===== config.mk =====
export PLATFORM = sky130hd
export DESIGN_NAME = seq_checker_0_1_2_3_10_13
export DESIGN_NICKNAME = d
export VERILOG_FILES = /design/src/rtl/seq_checker_0_1_2_3_10_13.sv
export SDC_FILE = /design/constraint.sdc
export NUM_CORES = 1
export LEC_CHECK = 0
export BUFFER_PORTS_ARGS = -buffer_cell sky130_fd_sc_hd__buf_2
export CORE_MARGIN = 1.5
export CORE_UTILIZATION = 30
export CTS_CLUSTER_DIAMETER = 100
export DETAILED_ROUTE_END_ITERATION = 12
export PLACE_DENSITY = 0.43
export SYNTH_ARGS = -nofsm -noshare
export SYNTH_HDL_FRONTEND = slang
export SYNTH_SLANG_ARGS = --single-unit
export TNS_END_PERCENT = 50

===== constraint.sdc =====
create_clock -name i_clk -period 5.05 [get_ports i_clk]
set_input_delay 0.7575 -clock i_clk [delete_from_list [all_inputs] [get_ports i_clk]]
set_output_delay 0.7575 -clock i_clk [all_outputs]
set_load 0.1 [all_outputs]

===== src/rtl/seq_checker_0_1_2_3_10_13.sv =====
// Receive-side checker for the cyclic 4-bit sequence 0,1,2,3,10,13.
// Build option: define SEQ_CHECKER_STICKY_ERR_EN to make o_err sticky until reset.
module seq_checker_0_1_2_3_10_13 #(
  parameter int LOCK_CYCLES = 2,
  parameter int CNT_W       = 8
) (
  input  logic             i_clk,
  input  logic             i_rst_n,
  input  logic [3:0]       i_din,
  input  logic             i_valid,
  output logic             o_locked,
  output logic             o_err,
  output logic [3:0]       o_expected,
  output logic [CNT_W-1:0] o_err_count
);

  typedef enum logic [1:0] {
    S_HUNT   = 2'd0,
    S_TRACK  = 2'd1,
    S_LOCKED = 2'd2
  } state_t;

  localparam logic [3:0]       LOCK_TGT = 4'(LOCK_CYCLES);
  localparam logic [CNT_W-1:0] CNT_MAX  = {CNT_W{1'b1}};

  state_t           r_state;
  state_t           w_state_nxt;
  logic [2:0]       r_idx;
  logic [2:0]       w_idx_nxt;
  logic [2:0]       w_idx_inc;
  logic [3:0]       r_periods;
  logic [3:0]       w_periods_nxt;
  logic [3:0]       w_periods_inc;
  logic             r_locked;
  logic             r_err;
  logic [CNT_W-1:0] r_err_count;
  logic [3:0]       w_seq_val;
  logic             w_match;
  logic             w_last;
  logic             w_violation;

  // Index 0..5 selects 0,1,2,3,10,13; codes 6 and 7 never occur.
  function automatic logic [3:0] seqValue(input logic [2:0] idx);
    logic [3:0] v;
    case (idx)
      3'd0:    v = 4'd0;
      3'd1:    v = 4'd1;
      3'd2:    v = 4'd2;
      3'd3:    v = 4'd3;
      3'd4:    v = 4'd10;
      default: v = 4'd13;
    endcase
    return v;
  endfunction

  assign w_seq_val     = seqValue(r_idx);
  assign w_match       = (i_din == w_seq_val);
  assign w_last        = (r_idx == 3'd5);
  assign w_idx_inc     = w_last ? 3'd0 : r_idx + 3'd1;
  assign w_periods_inc = r_periods + 4'd1;

  always_comb begin
    w_state_nxt   = r_state;
    w_idx_nxt     = r_idx;
    w_periods_nxt = r_periods;
    w_violation   = 1'b0;
    if (i_valid) begin
      case (r_state)
        S_HUNT: begin
          if (i_din == 4'd0) begin
            w_state_nxt   = S_TRACK;
            w_idx_nxt     = 3'd1;
            w_periods_nxt = 4'd0;
          end
        end
        S_TRACK: begin
          if (w_match) begin
            w_idx_nxt = w_idx_inc;
            if (w_last) begin
              w_periods_nxt = w_periods_inc;
              if (w_periods_inc == LOCK_TGT) begin
                w_state_nxt = S_LOCKED;
              end
            end
          end else begin
            // A stray 0 is treated as the start of a fresh period.
            w_periods_nxt = 4'd0;
            if (i_din == 4'd0) begin
              w_idx_nxt = 3'd1;
            end else begin
              w_state_nxt = S_HUNT;
              w_idx_nxt   = 3'd0;
            end
          end
        end
        S_LOCKED: begin
          if (w_match) begin
            w_idx_nxt = w_idx_inc;
          end else begin
            w_violation = 1'b1;
            if (i_din == 4'd0) begin
              w_state_nxt   = S_TRACK;
              w_idx_nxt     = 3'd1;
              w_periods_nxt = 4'd0;
            end else begin
              w_state_nxt = S_HUNT;
              w_idx_nxt   = 3'd0;
            end
          end
        end
        default: begin
          w_state_nxt   = S_HUNT;
          w_idx_nxt     = 3'd0;
          w_periods_nxt = 4'd0;
        end
      endcase
    end
  end

  always_ff @(posedge i_clk or negedge i_rst_n) begin
    if (!i_rst_n) begin
      r_state     <= S_HUNT;
      r_idx       <= 3'd0;
      r_periods   <= 4'd0;
      r_locked    <= 1'b0;
      r_err       <= 1'b0;
      r_err_count <= '0;
    end else begin
      r_state   <= w_state_nxt;
      r_idx     <= w_idx_nxt;
      r_periods <= w_periods_nxt;
      r_locked  <= (w_state_nxt == S_LOCKED);
`ifdef SEQ_CHECKER_STICKY_ERR_EN
      r_err     <= r_err | w_violation;
`else
      r_err     <= w_violation;
`endif
      if (w_violation && (r_err_count != CNT_MAX)) begin
        r_err_count <= r_err_count + 1'b1;
      end
    end
  end

  assign o_locked    = r_locked;
  assign o_err       = r_err;
  assign o_err_count = r_err_count;
  assign o_expected  = (r_state == S_HUNT) ? 4'd0 : w_seq_val;

endmodule

# Word level (Yosys, flattened, before mapping)
# Cells that the tools add are included.
[classes]
add_sub_neg = 3
mul = 0
div = 0
magnitude_cmp = 0
n_eq_ne = 14
shift = 0
muxes = 24
bitwise_logic = 0
n_reduce_logical = 7
[op_table]
columns = ["operator", "count"]
rows = [
  ["$mux W4", 5],
  ["$pmux W4 S5", 1],
  ["$mux W2", 7],
  ["$pmux W4 S3", 1],
  ["$mux W3", 3],
  ["$add A8 B1 Y8 const B", 1],
  ["$ne A8 B8 Y1 const B", 1],
  ["$eq A3 B2 Y1 const B", 2],
  ["$eq A3 B3 Y1 const B", 2],
  ["$pmux W2 S3", 1],
  ["$pmux W3 S2", 1],
  ["$mux W1", 5],
  ["$add A4 B1 Y4 const B", 1],
  ["$eq A2 B2 Y1 const B", 2],
  ["$eq A4 B2 Y1 const B", 1],
  ["$eq A4 B4 Y1", 1],
  ["$logic_not A4 Y1", 1],
  ["$ne A2 B2 Y1 const B", 2],
  ["$add A3 B1 Y3 const B", 1],
  ["$eq A3 B1 Y1 const B", 1],
  ["$logic_not A3 Y1", 1],
  ["$ne A3 B3 Y1 const B", 1],
  ["$reduce_and A3 Y1", 1],
  ["$eq A2 B1 Y1 const B", 1],
  ["4 further kinds", 4],
]
[word_totals]
regBits = 19
latch_bits = 0
ramBits = 0
rom_bits = 0
in_bits = 7
output_inout_bits = 14
word_cells = 54
mem_count = 0

# Longest topological paths before layout
# Gate-level depths: netlist of run 1.
[logic_depth]
depth_word = 8
depth_mapped = 13
mapped_depth_nobuf = 8

# Least setup slack after synthesis of run 1
# Ideal clock, no wire load.
[synth_path]
path_type = "register to output"
start = "register r_idx[0]"
end = "output port o_expected[3]"
arrival_ns = 2.580
path_slack_ns = 1.712
path_stages_with_launch = 9
n_path_buf = 3
cell_sequence = "dfrtp_1 -> buf_2 -> clkbuf_1 -> and2_1 -> ha_1 -> buf_4 -> inv_1 -> a22oi_1 -> nor2_1"
[synth_between]
elab_chain_len = 3
word_cells_on_any_way = 7
cone_classes = "4 x eq/ne; 2 x mux; 1 x reduce/logical"
[synth_lines]
columns = ["item", "line", "text"]
rows = [
  ["start, declared", "28", "logic [2:0] r_idx;"],
  ["start signal, assigned", "130", "r_idx <= w_idx_nxt;"],
  ["$eq A3 B3 Y1 (tied with other cells)", "45", "case (idx)"],
  ["$pmux W4 S5 *", "45", ""],
  ["$mux W4 *", "147", "assign o_expected = (r_state == S_HUNT) ? 4'd0 : w_seq_val;"],
  ["end, declared", "13", "output logic [3:0] o_expected,"],
]
# Mark *: on every way between the ends. The rest lies on a longest branch, timed or not.

# Worst setup path after layout of run 1
[layout_path]
start = "register r_idx[0]"
end = "register r_err_count[1], in the netlist o_err_count[1]"
[layout_between]
elab_chain_len = 7
word_cells_on_any_way = 11
cone_classes = "5 x eq/ne; 4 x mux; 2 x reduce/logical"
[layout_lines]
columns = ["item", "line", "text"]
rows = [
  ["$eq A3 B3 Y1 (tied with other cells)", "45", ""],
  ["$pmux W4 S5 *", "45", ""],
  ["$eq A4 B4 Y1 *", "57", "assign w_match = (i_din == w_seq_val);"],
  ["$mux W1 *", "97", "if (w_match) begin"],
  ["$mux W1 *", "68", "case (r_state)"],
  ["$mux W1 *", "67", "if (i_valid) begin"],
  ["$logic_and A1 B1 Y1 *", "138", "if (w_violation && (r_err_count != CNT_MAX)) begin"],
  ["end signal, assigned", "139", "r_err_count <= r_err_count + 1'b1;"],
  ["end, declared", "36", "logic [CNT_W-1:0] r_err_count;"],
]
# Marks and branches as above.
# A chain may end at the register's enable or synchronous reset.

==> flow_metrics.py, run 1 <==
metrics = {
    "floorplanning": {
        "die_y_um": 74.3,
        "fp-row-count": 25,
        "die_w_um": 74.3,
        "die_area_sq_um": 5520,
        "pin_count": 21,
        "initial_core_util_pct": 31.6,
        "core_area_sq_um": 4820,
    },
    "sta": {
        "rsz0062_at_grt": "false",
        "tightest_slew_ns": 1.08,
        "setup_tns_ns": 0,
        "slew_violations": 0,
        "setup_viol": 0,
        "worst_clock_skew_ns": 0.00327,
        "fmax_mhz": 333,
        "finalCritPeriodShare_pct": 59.5,
        "period_minus_slack_ns": 3.01,
        "finalHoldViolCount": 0,
        "max_slew_margin_pct": 27.1,
        "timing.final.ws_setup_ns": 2.04,
    },
    "run_status": {
        "status": "complete, no violations",
    },
    "worst_setup_path": {
        "crit_fanout": 18,
        "required_ns": 5.19,
        "cp-end-kind": "register",
        "cp_data_arrival_time_ns": 3.15,
        "crit_type": "reg -> reg",
        "startpoint_type": "register",
    },
    "clocking": {
        "cts_buffers": 3,
        "clkLatencyLatePin_ns": 0.26,
        "clk_pin_slew_ns": 0.07,
        "numClockSinks": 19,
        "hold_buffers": 0,
        "postCtsResizedCells": 0,
        "h-tree-depth": 1,
        "clk_path_buf_depth": 2,
        "cts_root_buffer": "clkbuf_8",
        "post-cts-setup-buffer-count": 0,
        "cts_tree": "built",
    },
    "drt": {
        "drc": 0,
        "detail-route-antenna-nets": 0,
        "wl_um": 3330,
        "detail_route.wl_per_cell_um": 13.5,
        "viasPerCell": 5.06,
        "drtPass1Iterations": 4,
        "drt_iter0_markers": 69,
        "num_vias": 1245,
    },
    "power": {
        "switchingPower_mw": 0.193,
        "ir_worst_vdd_v": 0.000176,
        "pwr-share-seq_pct": 39.7,
        "intPower_mw": 0.281,
        "clkPwrFrac_pct": 22.9,
        "comb_power_share_pct": 37.4,
        "p_leak_nw": 0.747,
        "powerDensity_nw_per_um2": 282,
        "p_total_mw": 0.473,
        "switching_share_pct": 40.7,
    },
    "yosys": {
        "syn_inst": 164,
        "synth_simple_gate_area_share_pct": 25.7,
        "synth_mux_area_share_pct": 4.27,
        "synth_seq_area_share_pct": 31.2,
        "synth_ff_type": "dfrtp_1",
        "netlist_area_sq_um": 1520,
        "ys_types": 56,
        "synth-xor-area-share_pct": 6.32,
        "synth_top_family_by_area": "simple AND/OR/NAND/NOR gates",
        "syn-num-nets": 179,
        "synth_compound_area_share_pct": 18.2,
        "ys_ff_latch": 19,
        "ys_async_sr_fraction_pct": 100,
        "avgSynthCellArea_sq_um": 9.29,
        "synth_fa_ha_area_share_pct": 7.22,
        "synth-edff-count": 0,
        "ys_warn_count": 0,
    },
    "place": {
        "pre_cts_ws_ns": 2.06,
        "gp_congestion": 0.805,
        "dp.final_hpwl_um": 2460,
        "io_buffer_count": 20,
    },
    "global_route": {
        "grt_max_degree": 20,
        "grt_first_pass_wirelength_um": 5710,
        "antenna_found_initial": 0,
        "grt_pass1_vias": 1134,
        "overflow": 0,
        "grt_use_total_pct": 13.5,
    },
    "final_layout": {
        "syn_to_final_growth_pct": 10.0,
        "n_antenna_cell": 0,
        "drive_gt1_share_pct": 20.7,
        "fin_nets": 195,
        "n_fill_cell": 512,
        "utilization_pct": 34.8,
    },
    "flow_run": {
        "drv_cap": 0,
    },
    "min_path": {
        "min_path_type": "in -> async",
    },
}
[logic make-up (layout without fill, tap and decap cells)]
group                    Yosys count  after routing
multiplexers                       6              6
AO/OA/AOI/OAI                     33             33
XOR/XNOR                          11             11
adder cells (fa/ha/maj)            9              9
flip-flops                        19             19
buffers and inverters             17             32
AND/OR/NAND/NOR                   69             69
[routing by layer]
| layer | up-vias | GRT usage, % | share of wire (%) |
|---|---|---|---|
| met5 | - | 0 | 0 |
| met3 | 5 | 2.17 | 5.5 |
| met1 | 591 | 20.2 | 49 |
| met2 | 28 | 19.7 | 44 |
| li1 | 621 | - | - |
| met4 | 0 | 4.85 | 1.6 |
[placed cells by master (no fill, tap or decap), types with 7 or more instances in the layout]
cell type  instances
nor2_1            12
buf_2             20
nand2_1           19
inv_1              8
ha_1               8
xor2_1             8
nand3_1            7
dfrtp_1           19
[critical path: stages, from the launching register on]
cell and delay, ns:
dfrtp_1 0.67, and2_1 0.23, ha_1 0.36, o21bai_1 0.16, a22oi_1 0.14, a2111oi_4 0.47, and2_4 0.35, or2_1 0.18
mux2_1 0.32
[registers in the layout, indices dropped and copies added (netlist names)]
name and flops:
o_err 1, r_periods 4, r_idx 3, r_state 2
o_err_count 8, o_locked 1
[path summary, 6_finish.rpt]
kind | from | to | slack [ns] | depth (start not counted)
setup / recovery | r_idx[0]$_DFFE_PN0P_ | o_err_count[1]$_DFFE_PN0P_ | 2.04 | 8
hold / removal | i_rst_n | r_periods[1]$_DFFE_PN0P_ | 0.43 | 1
setup reg to reg | r_idx[0]$_DFFE_PN0P_ | o_err_count[1]$_DFFE_PN0P_ | 2.04 | 8
hold reg to reg | o_err_count[7]$_DFFE_PN0P_ | o_err_count[7]$_DFFE_PN0P_ | 0.50 | 1
max in group asynchronous | i_rst_n | o_err_count[3]$_DFFE_PN0P_ | 4.31 | 1
min in group i_clk | o_err_count[7]$_DFFE_PN0P_ | o_err_count[7]$_DFFE_PN0P_ | 0.50 | 1
[synth_stat cells (2+ instances only)]
master    count  share of area (%)
ha_1          8                6.6
xnor2_1       3                1.7
nor4_1        3                1.2
nor3b_1       2               0.98
a21oi_1       4                1.3
inv_1         8                2.0
mux2_2        2                1.5
a221o_1       2                1.3
nand2b_1      3                1.2
o21ai_2       2                1.1
a211oi_1      4                2.0
o21bai_1      2               0.98
nand2_1      19                4.7
and3_1        2               0.82
nor3_1        4                1.3
a22oi_1       2               0.98
nor2_1       12                3.0
nand3_2       2                1.3
dfrtp_1      19                 31
nand3_1       7                2.3
nor2b_1       3                1.2
clkbuf_1      3               0.74
mux2i_1       2                1.3
buf_6         3                2.2
xor2_1        8                4.6
mux2_1        2                1.5
o21ai_0       4                1.3
[power groups by stage]
stage	Clock [mW]	Combinational (mW)	Sequential [mW]
detailed placement	0	0.178	0.191
global placement	0	0.176	0.190
global route	0.119	0.197	0.192
finish	0.108	0.177	0.188
CTS	0.114	0.179	0.188
floorplan	0	0.168	0.169
[stage by stage]
stage          std cells  area [sq um]  hold slack, ns
5_1_grt              246          1680           0.463
6_report             246          1680           0.429
3_5_place_dp         242          1630           0.490
4_1_cts              246          1680           0.447
2_1_floorplan        164          1520           0.462
3_3_place_gp         242          1630           0.477
[layout make-up]
type | count | area [sq um] | share of cell area (%)
Multi-Input combinational cell | 128 | 941 | 56.1
Sequential cell | 19 | 475 | 28.4
Timing Repair Buffer | 20 | 100 | 5.97
Tap cell | 67 | 83.8 | 5.00
Clock buffer | 3 | 41.3 | 2.46
Inverter | 8 | 30.0 | 1.79
Clock inverter | 1 | 5.00 | 0.299
(Power assumes the default switching activity.)
==> inputs of run 2 (changes only) <==
- clock period: 5.05 -> 2.87 ns (I/O delays scaled with it)
==> flow_metrics.py, run 2 (synthesis results as in run 1) <==
metrics = {
    "run_status": {
        "status": "complete, no violations",
    },
    "clocking": {
        "post-cts-setup-buffer-count": 0,
        "cts_tree": "built",
        "h-tree-depth": 1,
        "hold_buffers": 0,
        "cts_buffers": 3,
        "clk_path_buf_depth": 2,
        "clk_pin_slew_ns": 0.08,
        "postCtsResizedCells": 0,
        "cts_root_buffer": "clkbuf_8",
        "numClockSinks": 19,
        "clkLatencyLatePin_ns": 0.26,
    },
    "final_layout": {
        "syn_to_final_growth_pct": 13.1,
        "n_antenna_cell": 0,
        "largest_register_ffs": 8,
        "drive_gt1_share_pct": 23.8,
        "final_cell_mix": "buf_2 (20), nand2_1 (19), dfrtp_1 (19)",
        "final_common_cell": "buf_2",
        "stdcell_count": 252,
        "stdcell_area_sq_um": 1720,
        "fin_nets": 201,
    },
    "worst_setup_path": {
        "crit_slowest_cell": "a2111oi_4",
        "required_ns": 3.01,
        "startpoint_type": "register",
        "cp_data_arrival_time_ns": 2.76,
        "cp.buffers_inverters": 0,
        "cp-end-kind": "register",
        "critPathTopFamily": "compound AO/OA/AOI/OAI gates",
        "rr_worst_depth": 8,
        "r2r_slack_ns": 0.25,
        "timing.rr.start": "r_idx[0]$_DFFE_PN0P_",
        "critPathMaxStageDelay_ns": 0.48,
        "crit_fanout": 15,
        "setup.worst_path.start": "r_idx[0]$_DFFE_PN0P_",
        "crit_type": "reg -> reg",
        "crit_end": "o_err_count[1]$_DFFE_PN0P_",
        "cp.depth": 8,
        "path_cells": "and2_1 > ha_1 > o21bai_1 > a22oi_1 > a2111oi_4 > and2_4 > or2_1 > mux2_1",
        "r2r_end": "o_err_count[1]$_DFFE_PN0P_",
    },
    "sta": {
        "setup_tns_ns": 0,
        "max_slew_margin_pct": 55.7,
        "period_minus_slack_ns": 2.62,
        "slew_violations": 0,
        "worst_clock_skew_ns": 0.00132,
        "finalCritPeriodShare_pct": 91.3,
        "rsz0062_at_grt": "false",
        "setup_viol": 0,
        "finalHoldViolCount": 0,
        "tightest_slew_ns": 0.663,
        "fmax_mhz": 382,
    },
    "global_route": {
        "grt_use_total_pct": 14.1,
        "grt_pass1_vias": 1204,
        "grt_max_degree": 20,
        "overflow": 0,
        "use_met1_pct": 20.2,
        "met3_usage_pct": 2.85,
        "use_met2_pct": 21.7,
        "grt_first_pass_wirelength_um": 5920,
        "antenna_found_initial": 0,
        "grt_busiest_layer": "met2",
    },
    "power": {
        "ir_worst_vdd_v": 0.000206,
        "powerDensity_nw_per_um2": 506,
        "p_leak_nw": 0.776,
    },
    "drt": {
        "num_vias": 1274,
        "viasPerCell": 5.06,
        "detail_route.wl_per_cell_um": 13.9,
        "drtPass1Iterations": 4,
        "drt_iter0_markers": 67,
        "wl_um": 3520,
        "detail-route-antenna-nets": 0,
        "drc": 0,
    },
    "flow_run": {
        "drv_cap": 0,
    },
    "floorplanning": {
        "core_area_sq_um": 4820,
        "die_y_um": 74.3,
        "pin_count": 21,
        "initial_core_util_pct": 31.6,
        "die_w_um": 74.3,
        "fp-row-count": 25,
        "die_area_sq_um": 5520,
    },
    "place": {
        "dpl_cell_area_sq_um": 1680,
        "io_buffer_count": 20,
        "gp_congestion": 0.777,
        "placed_cells": 248,
        "dp.final_hpwl_um": 2780,
    },
    "min_path": {
        "min_path_type": "in -> async",
    },
}
-- run 2: layout make-up --
cell class              count  area, sq um
fillers                   524         3090
multi-input cells         128          943
flip-flops and latches     19          475
repair buffers             26          145
well taps                  67         83.8
clock buffers               3         41.3
inverters                   8         30.0
clock inverters             1         5.00
-- run 2: worst min-delay path by stage --
stage	from	endpoint	slack, ns	cells after the start
after floorplan	i_rst_n	o_err$_DFF_PN0_	0.13	0
after global placement	i_rst_n	r_periods[3]$_DFFE_PN0P_	0.40	1
after detailed placement	i_rst_n	r_periods[3]$_DFFE_PN0P_	0.41	1
after CTS	i_rst_n	r_periods[3]$_DFFE_PN0P_	0.12	1
after global routing	i_rst_n	r_periods[3]$_DFFE_PN0P_	0.14	1
final	i_rst_n	r_periods[3]$_DFFE_PN0P_	0.10	1
-- run 2: power by group --
group	leakage [nW]	internal, mW	switching [mW]
combinational	0.488	0.136	0.244
sequential	0.262	0.283	0.0144
clock	0.0255	0.0967	0.0991
-- run 2: metrics by stage --
step	setup WS [ns]	hold WS, ns	util [%]	total power [mW]
6_report	0.251	0.103	35.8	0.873
3_3_place_gp	0.406	0.399	34.8	0.673
5_1_grt	0.0935	0.137	35.8	0.927
2_1_floorplan	-0.108	0.135	-	0.596
4_1_cts	0.251	0.124	35.8	0.878
3_5_place_dp	0.257	0.406	34.8	0.683
-- run 2: metal layers --
metal | share of wire [%] | vias to the layer above
met3 | 3.8 | 2
met4 | 0.63 | 0
li1 | - | 630
met2 | 45 | 28
met1 | 51 | 614
met5 | 0 | -
